## config.mk

```make
export PLATFORM = sky130hd
export DESIGN_NAME = sram_access_controller
export DESIGN_NICKNAME = d
export VERILOG_FILES = /design/src/rtl/sram_access_controller.sv
export SDC_FILE = /design/constraint.sdc
export NUM_CORES = 1
export LEC_CHECK = 0
export ABC_CLOCK_PERIOD_IN_PS = 2260
export CAP_MARGIN = 20
export CORE_ASPECT_RATIO = 1.75
export CORE_MARGIN = 2
export CORE_UTILIZATION = 43
export DETAILED_ROUTE_END_ITERATION = 8
export PLACE_DENSITY = 0.89
export SYNTH_ARGS = -nofsm -noshare
export SYNTH_HDL_FRONTEND = slang
export SYNTH_SLANG_ARGS = --single-unit
```

## constraint.sdc

```tcl
create_clock -name clk_i -period 2.26 [get_ports clk_i]
set_input_delay 0.565 -clock clk_i [delete_from_list [all_inputs] [get_ports clk_i]]
set_output_delay 0.565 -clock clk_i [all_outputs]
set_load 0.02 [all_outputs]
```

## src/rtl/sram_access_controller.sv

```systemverilog
// Splits each 32-bit MEM-stage load/store into two halfword phases on a 16-bit async SRAM.
// Optional stall counter port enabled by defining SRAM_CTRL_STALL_CNT_EN.
module sram_access_controller #(
  parameter int unsigned SRAM_AW     = 18,
  parameter int unsigned WAIT_CYCLES = 2,
  parameter logic [31:0] BASE_ADDR   = 32'd1024
) (
  input  logic               clk_i,
  input  logic               rst_ni,
  input  logic               rd_en_i,
  input  logic               wr_en_i,
  input  logic [31:0]        address_i,
  input  logic [31:0]        write_data_i,
  output logic [31:0]        read_data_o,
  output logic               ready_o,
  output logic [SRAM_AW-1:0] sram_addr_o,
  output logic [15:0]        sram_dq_out_o,
  output logic               sram_dq_oe_o,
  input  logic [15:0]        sram_dq_in_i,
  output logic               sram_we_n_o,
  output logic               sram_oe_n_o
`ifdef SRAM_CTRL_STALL_CNT_EN
  ,
  output logic [31:0]        stall_count_o
`endif
);

  localparam int unsigned CntW = (WAIT_CYCLES > 0) ? $clog2(WAIT_CYCLES + 1) : 1;
  localparam logic [CntW-1:0] CntLast = CntW'(WAIT_CYCLES);

  // With no wait states the write strobe would never be asserted.
  if (WAIT_CYCLES == 0) begin : gen_bad_wait
    $error("sram_access_controller: WAIT_CYCLES must be >= 1");
  end

  typedef enum logic [1:0] {StIdle, StLo, StHi, StDone} state_e;

  state_e             state_q, state_d;
  logic [CntW-1:0]    cnt_q, cnt_d;
  logic               wr_q, wr_d;
  logic [SRAM_AW-2:0] word_q, word_d;
  logic [31:0]        wdata_q, wdata_d;
  logic [31:0]        rdata_q, rdata_d;
  logic [31:0]        offset;
  logic               last;
  logic               unused_offset;

  assign offset        = address_i - BASE_ADDR;
  assign unused_offset = ^{offset[31:SRAM_AW+1], offset[1:0]};
  assign last          = (cnt_q == CntLast);

  always_ff @(posedge clk_i or negedge rst_ni) begin
    if (!rst_ni) begin
      state_q <= StIdle;
      cnt_q   <= '0;
      wr_q    <= 1'b0;
      word_q  <= '0;
      wdata_q <= '0;
      rdata_q <= '0;
    end else begin
      state_q <= state_d;
      cnt_q   <= cnt_d;
      wr_q    <= wr_d;
      word_q  <= word_d;
      wdata_q <= wdata_d;
      rdata_q <= rdata_d;
    end
  end

  always_comb begin
    state_d = state_q;
    cnt_d   = cnt_q;
    wr_d    = wr_q;
    word_d  = word_q;
    wdata_d = wdata_q;
    rdata_d = rdata_q;
    unique case (state_q)
      StIdle: begin
        if (rd_en_i || wr_en_i) begin
          state_d = StLo;
          cnt_d   = '0;
          wr_d    = wr_en_i;  // simultaneous rd/wr is a store
          word_d  = offset[SRAM_AW:2];
          wdata_d = write_data_i;
        end
      end
      StLo: begin
        if (last) begin
          state_d = StHi;
          cnt_d   = '0;
          if (!wr_q) rdata_d[15:0] = sram_dq_in_i;
        end else begin
          cnt_d = cnt_q + 1'b1;
        end
      end
      StHi: begin
        if (last) begin
          state_d = StDone;
          cnt_d   = '0;
          if (!wr_q) rdata_d[31:16] = sram_dq_in_i;
        end else begin
          cnt_d = cnt_q + 1'b1;
        end
      end
      StDone: state_d = StIdle;
      default: state_d = StIdle;
    endcase
  end

  always_comb begin
    ready_o       = 1'b0;
    sram_addr_o   = '0;
    sram_dq_out_o = '0;
    sram_dq_oe_o  = 1'b0;
    sram_we_n_o   = 1'b1;
    sram_oe_n_o   = 1'b1;
    unique case (state_q)
      StIdle: ready_o = !(rd_en_i || wr_en_i);
      StLo, StHi: begin
        sram_addr_o = {word_q, state_q == StHi};
        if (wr_q) begin
          sram_dq_oe_o  = 1'b1;
          sram_dq_out_o = (state_q == StHi) ? wdata_q[31:16] : wdata_q[15:0];
          // Release the strobe on the final phase cycle to give data hold time.
          sram_we_n_o   = last;
        end else begin
          sram_oe_n_o = 1'b0;
        end
      end
      StDone: ready_o = 1'b1;
      default: ready_o = 1'b0;
    endcase
  end

  assign read_data_o = rdata_q;

`ifdef SRAM_CTRL_STALL_CNT_EN
  logic [31:0] stall_q, stall_d;

  always_comb begin
    stall_d = stall_q;
    if (!ready_o && (stall_q != 32'hFFFF_FFFF)) stall_d = stall_q + 32'd1;
  end

  always_ff @(posedge clk_i or negedge rst_ni) begin
    if (!rst_ni) stall_q <= '0;
    else         stall_q <= stall_d;
  end

  assign stall_count_o = stall_q;
`else
  // Stall counter not built.
`endif

endmodule

```

== Yosys cells after proc, flatten, opt, wreduce, memory -nomap -nowiden ==
Cells that the tools add are included.
Operators by class
  add/sub/neg operators: 2
  multipliers: 0
  divide/modulo/power cells: 0
  order comparisons: 0
  equality and inequality tests: 7
  shifts and indexed selects: 0
  muxes and demuxes: 17
  bitwise operators: 1
  reduce and logical (&&, ||, !) cells: 10
Operators by type and width (number)
  $mux W16: 3
  $sub A19 B11 Y19 const B: 1
  $mux W18: 1
  $mux W2: 5
  $reduce_and A3 Y1: 3
  $pmux W2 S4: 1
  $eq A2 B2 Y1 const B: 3
  $ne A2 B2 Y1 const B: 3
  $mux W1: 5
  $pmux W2 S2: 1
  $reduce_and A2 Y1: 2
  $add A2 B1 Y2 const B: 1
  $eq A2 B1 Y1 const B: 1
  $logic_not A2 Y1: 1
  $pmux W1 S2: 1
  $reduce_bool A2 Y1: 1
  $reduce_or A2 Y1: 1
  $logic_not A1 Y1: 1
  $logic_or A1 B1 Y1: 1
  $not A1 Y1: 1
Word-level totals
  bits in registers: 86
  latch bits: 0
  memory bits (writable): 0
  memory bits (read-only): 0
  bits of input ports: 84
  output and inout port bits: 70
  logic and storage cells: 44
  memories: 0

== Logic depth before layout (Yosys ltp) ==
Gate-level depths: netlist (run 1).
  depth in word-level cells: 4
  gate-level depth with buffers: 7

== Worst setup path before layout (run 1) ==
Ideal clock, no wire load.
  path type: register to output
  from: reg state_q[0]
  to: out sram_dq_out_o[10]
  arrival time: 1.713 ns
  data required time: 1.695 ns
  setup slack: -0.018 ns
  cell stages (with the launch flop): 7
  buffers on the path: 2
  path through: dfrtp_1 > inv_1 > ha_1 > buf_2 > buf_2 > mux2i_1 > nor2_1
Between the ends
  cells in the longest elaborated chain, start to end: 4
  elaborated cells between the ends (all ways): 6
Ends and longest elaborated chain
  from (decl): RTL line 38  | state_e state_q, state_d;
  from (signal assigned): RTL line 54  | state_q <= StIdle;
  from (signal assigned): RTL line 61  | state_q <= state_d;
  $eq A2 B2 Y1: RTL line 117, 123
  $mux W16: RTL line 123  | sram_dq_out_o = (state_q == StHi) ? wdata_q[31:16] : wdata_q[15:0];
  $mux W16: RTL line 121  | if (wr_q) begin
  $mux W16 (*): RTL line 117  | unique case (state_q)
  to (decl): RTL line 17  | output logic [15:0] sram_dq_out_o,
Mark *: on every way between the ends. The rest lies on a longest branch, timed or not.

== Worst setup path in the final report (run 1) ==
  from: reg state_q[1]
  to: out sram_dq_out_o[2]
Same word-level chain as after synthesis.

==> results of run 1 <==
layout make-up:
class / count / area (um2)
clock buffer: 13 / 260.3
clock inverter: 3 / 42.54
fill: 693 / 2786
inverter: 7 / 26.28
multi-input combinational: 264 / 1684
sequential: 86 / 2152
tap: 117 / 146.4
timing repair buffer: 171 / 1573
layout by cell type, fill, tap and decap left out, drive strengths merged, types with 4 or more instances in the layout:
cell type,Yosys,layout
mux2i,17,17
dfrtp,86,86
clkdlybuf4s50,0,99
a31oi,5,5
buf,4,65
nor2,24,24
clkbuf,13,18
nor3b,4,4
inv,7,7
o21ai,9,9
mux2,32,32
ha,6,6
nand2,129,129
and2,17,17
power breakdown:
| part | switching (mW) | internal [mW] | leakage [nW] |
|---|---|---|---|
| Sequential | 0.424 | 2.29 | 1.05 |
| Combinational | 2.61 | 2.31 | 1.58 |
| Clock | 0.553 | 0.915 | 0.146 |
what timing repair did:
action	CTS	global route
hold buffers	0	0
resized for setup	127	51
setup endpoints to repair	38	32
buffers inserted	3	7
pin swaps	0	5
stage by stage:
step	util	std cells	worst slack [ns]	hold slack, ns	area [um2]
final	0.6786	661	-0.03412	0.2110	5884
after global routing	0.6786	661	-0.09735	0.2416	5884
after CTS	0.6785	654	-0.05884	0.2291	5883
after detailed placement	0.6403	635	-0.3613	0.4609	5552
after global placement	0.6403	635	-0.3865	0.4503	5552
after floorplan	-	374	0.05077	0.2694	3861
registers in the layout (all words and copies together), names as in the netlist:
| signal | count |
|---|---|
| cnt_q | 2 |
| read_data_o | 32 |
| state_q | 2 |
| wdata_q | 32 |
| word_q | 17 |
| wr_q | 1 |
cells by family after synthesis:
family / Yosys count
DFF: 86
muxes: 49
buffers and inverters: 24
and+or+nand+nor: 184
AOI/OAI and AO/OA: 23
xor gates and xnor gates: 2
adders and majority gates: 6
layer usage:
layer	part of all wire	global-route usage
met5	0	0
met4	0.031	0.1042
met3	0.048	0.04777
met2	0.56	0.3739
met1	0.37	0.2431
path summary, 6_finish.rpt:
check                                    to  slack (ns)  startpoint  cells after the start
max                        sram_dq_out_o[2]       -0.03  state_q[1]                      7
min                             wdata_q[17]        0.21      rst_ni                      1
max reg2reg                 read_data_o[15]        0.52  state_q[1]                      6
min reg2reg                       word_q[0]        0.47   word_q[0]                      2
max in group asynchronous       wdata_q[14]        1.40      rst_ni                      2
min in group clk_i                word_q[0]        0.47   word_q[0]                      2
==> impl_metrics.toml, run 1 <==
[setup_path]
worstPathCellList = "buf_6 > ha_4 > buf_12 > buf_12 > mux2i_2 > nor2_1 > buf_4"
critPathTopFamily = "buffers and inverters"
crit_buf_inv = 4
endpoint_kind = "primary output"
critPathMaxStageDelay_ns = 0.39
crit_top_cell = "buf_12"
crit_fanout = 7
worstPathRequired_ns = 1.69
cp-start-kind = "flip-flop"
crit_slowest_cell = "dfrtp_1"
path_class = "reg2out"
worst_ep_arrival_time_ns = 1.73

[logic_synthesis]
synth_xor_area_frac = 0.004566
synth_top_area_share = 0.5610
synthTopCellsByArea = "dfrtp_1 (56%), nand2_1 (13%), mux2_2 (9.4%)"
yosysWarnings = 0
yosysUniqueCellTypes = 30
synth_top_flop_cell = "dfrtp_1"
yosysMostFrequentCell = "nand2_1"
synth_compound_area_frac = 0.03783
synth_top_cells_by_count = "nand2_1 (129), dfrtp_1 (86), mux2_2 (32)"
synth_edf_count = 0
yosysSeqAreaShare = 0.5610
synth_top_family_by_area = "simple AND/OR/NAND/NOR gates"
yosysTopAreaCell = "dfrtp_1"
synthCells = 374
async_flop_share = 1.000
yosys.area_share.simple = 0.2107
avgSynthCellArea_um2 = 10.26
ys_ff_latch = 86
syn-num-nets = 464
netlist_area_um2 = 3836
synth_adder_area_share = 0.01957
synthMuxAreaShare = 0.1383

[pwr]
ir_worst_vdd_uv = 1022
power.density_nw_per_um2 = 1546
p_leak_nw = 2.777
total_power_mw = 9.099

[routing]
drt_pass1_iterations = 4
detail-route-antenna-nets = 0
wirelength_um = 10110
via_per_inst = 4.965
first_iter_violations = 167
drc = 0
routed-via-count = 3282
wl_per_cell_um = 15.30

[final_layout]
area_delta_synth_final_pct = 53.39
drive_above_1_share = 0.2665
diodes = 0
nets = 629

[timing]
skew_ns = 0.007326
rsz0062_at_grt = "yes"
maxSlewHeadroom = 0.6355
drv_slew = 0
fmax_ghz = 0.4359
final.period_utilization = 1.015
setup_slack_ns = -0.03412
finalSetupViolCount = 6
fin_crit_ns = 2.294
worstMarginPinSlew_ns = 0.5468
hold_viol_final = 0
tns_ns = -0.1002

[min_path]
min_path_type = "in2async"

[flow_run]
cap_viol_max_count = 0

[die]
core_area_um2 = 8671
initial_core_util = 0.4424
ios = 154
dieArea_um2 = 9723
die_w_um = 75.40
fp-row-count = 45
dieHeight_um = 129.0

[clocking]
path_clk_slew_ns = 0.06
root_buffer = "clkbuf_16"
clkSinkCount = 86
numCtsBuffers = 9
worstSkewPairLatency_ns = 0.33
htree_levels = 3
cts_tree = "yes"
clock_path_buffers = 2

[global_routing]
antenna_found_initial = 0
grt.overflow.total = 0
grt_pass1_vias = 3509
grt_pass1_wl_um = 16070
grt_max_degree = 51
grt_usage = 0.2159

[placement]
io_buffers = 138
hpwl_um = 7417
gp_congestion = 0.7616

[status]
status = "finished, violations left"
violations = "setup timing"
(Power assumes the default switching activity.)
==> run 2: changes to the inputs <==
--- a/config.mk
+++ b/config.mk
@@ -12,6 +12,7 @@
 export CORE_UTILIZATION = 43
 export DETAILED_ROUTE_END_ITERATION = 8
 export PLACE_DENSITY = 0.89
+export SETUP_SLACK_MARGIN = 0.15
 export SYNTH_ARGS = -nofsm -noshare
 export SYNTH_HDL_FRONTEND = slang
 export SYNTH_SLANG_ARGS = --single-unit
==> run 2 against run 1 <==
  * The flow still finishes with violations (setup timing)
  * Critical path type unchanged
  * Total power up 15%
  * Core utilization up 4.5 points
  * Setup slack worse by 0.020 ns
  * Register-to-register slack worse by 0.13 ns
  * Worst hold slack better by 0.018 ns
  * Non-clock buffer count up 7
  * Highest routed layer unchanged
  * Cell count up 1.1%
  * Flip-flop and latch count unchanged
  * Global-route usage up 0.72 points
==> impl_metrics.toml, run 2 (same netlist as run 1, synthesis figures left out) <==
[clocking]
numCtsBuffers = 9
path_clk_slew_ns = 0.06
clock_path_buffers = 2
htree_levels = 3
worstSkewPairLatency_ns = 0.33
root_buffer = "clkbuf_16"
cts_hold_buf = 0
cts_tree = "yes"
clkSinkCount = 86

[timing]
fmax_ghz = 0.4322
skew_ns = 0.004972
fin_crit_ns = 2.314
worstMarginPinSlew_ns = 0.5973
setup_slack_ns = -0.05384
hold_viol_final = 0
finalSetupViolCount = 4
maxSlewHeadroom = 0.6018
final.period_utilization = 1.024
drv_slew = 0
rsz0062_at_grt = "yes"

[flow_run]
cap_viol_max_count = 0

[routing]
wirelength_um = 10920
via_per_inst = 4.936
first_iter_violations = 152
routed-via-count = 3297
drc = 0
detail-route-antenna-nets = 0
wl_per_cell_um = 16.35
drt_pass1_iterations = 4

[final_layout]
fill_cells = 632
layout_common_cells = "nand2_1 (127), clkdlybuf4s50_1 (97), dfrtp_1 (86)"
seq_area_um2 = 2152
final_cell_count_no_fill = 668
final_core_util = 0.7237
diodes = 0
area_delta_synth_final_pct = 63.57
final_common_cell = "nand2_1"
nets = 636
multi_input_area_um2 = 1777
drive_above_1_share = 0.3249

[pwr]
power.switching_mw = 3.996
ir_worst_vdd_uv = 1235
swShare = 0.3807
p_leak_nw = 2.932
power.density_nw_per_um2 = 1673
pwr-share-comb = 0.589
pwr-share-clk = 0.149
power_frac_seq = 0.262
internal_power_mw = 6.499

[die]
initial_core_util = 0.4424
dieArea_um2 = 9723
fp-row-count = 45
dieHeight_um = 129.0
die_w_um = 75.40
core_area_um2 = 8671
ios = 154

[global_routing]
grt_pass1_vias = 3363
antenna_found_initial = 0
grt.overflow.total = 0
grt_usage = 0.2231
grt_pass1_wl_um = 16240
grt_max_degree = 47

[placement]
gp_congestion = 0.7684
hpwl_um = 7289
io_buffers = 138
dp_cells = 638

[setup_path]
path_class = "reg2out"
regToRegSetupSlack_ns = 0.39
cp-start-kind = "flip-flop"
worst_ep_arrival_time_ns = 1.75
crit_fanout = 8
endpoint_kind = "primary output"
worstPathRequired_ns = 1.69

[status]
violations = "setup timing"
status = "finished, violations left"

[min_path]
min_path_type = "in2async"
[run 2: cell types whose count changed in the layout (fill, tap and decap cells not counted), moves of 3 or more]
cell,delta
nor2_2,+3
and2_1,-17
buf_6,+28
and2_4,+17
clkbuf_2,-5
nor2_1,-5
buf_2,-17
[run 2: layer usage]
layer  vias up  global-route usage  part of all wire
met4         0             0.06089             0.019
met2       120              0.4046              0.57
met1      1588              0.2454              0.35
li1       1571                   -                 -
met3        18             0.06578             0.060
met5         -                   0                 0
[run 2: timing repair]
item / CTS / global route
gates cloned: 2 / 3
gates resized for setup: 190 / 81
setup endpoints to repair: 38 / 36
pin swaps: 3 / 6
setup buffers: 5 / 4
[run 2: power groups by stage]
stage	logic (mW)	clock network, mW	registers (mW)
floorplan	2.33	0	2.97
global placement	4.77	0	2.64
detailed placement	4.88	0	2.70
CTS	5.14	1.58	2.71
global route	6.59	1.65	2.84
finish	6.18	1.56	2.75
[run 2: stage by stage]
| stage | setup TNS [ns] | setup slack [ns] | total power, mW | area, um2 | hold WS, ns |
|---|---|---|---|---|---|
| 4_1_cts | -0.08032 | -0.01889 | 9.435 | 5969 | 0.2447 |
| 2_1_floorplan | 0 | 0.1518 | 5.303 | 3866 | 0.2694 |
| 3_5_place_dp | -2.278 | -0.3430 | 7.585 | 5563 | 0.4551 |
| 5_1_grt | -0.7709 | -0.1365 | 11.07 | 6275 | 0.2724 |
| 3_3_place_gp | -1.200 | -0.3122 | 7.412 | 5563 | 0.4504 |
| 6_report | -0.06905 | -0.05384 | 10.50 | 6275 | 0.2289 |
[run 2: area by class of cell]
class | instances | area share
multi-input combinational | 264 | 0.2831
clock inverter | 4 | 0.01117
inverter | 7 | 0.004586
tap | 117 | 0.02333
sequential | 86 | 0.3430
timing repair buffer | 178 | 0.2955
clock buffer | 12 | 0.03928
[run 2: final timing paths]
check	from	end	cells after the start
worst max-delay path	state_q[0]	sram_dq_out_o[1]	6
max in group asynchronous	rst_ni	read_data_o[14]	2
worst max register to register	state_q[1]	read_data_o[9]	7
worst min-delay path	rst_ni	word_q[8]	1
worst min register to register	wdata_q[7]	wdata_q[7]	2
min in group clk_i	wdata_q[7]	wdata_q[7]	2
[run 2: worst max-delay path, cell delays in order (launching register included)]
cell     delay [ns]
dfrtp_1        0.39
inv_2          0.12
ha_4           0.20
buf_16         0.15
mux2i_1        0.31
nor2_2         0.08
buf_4          0.17
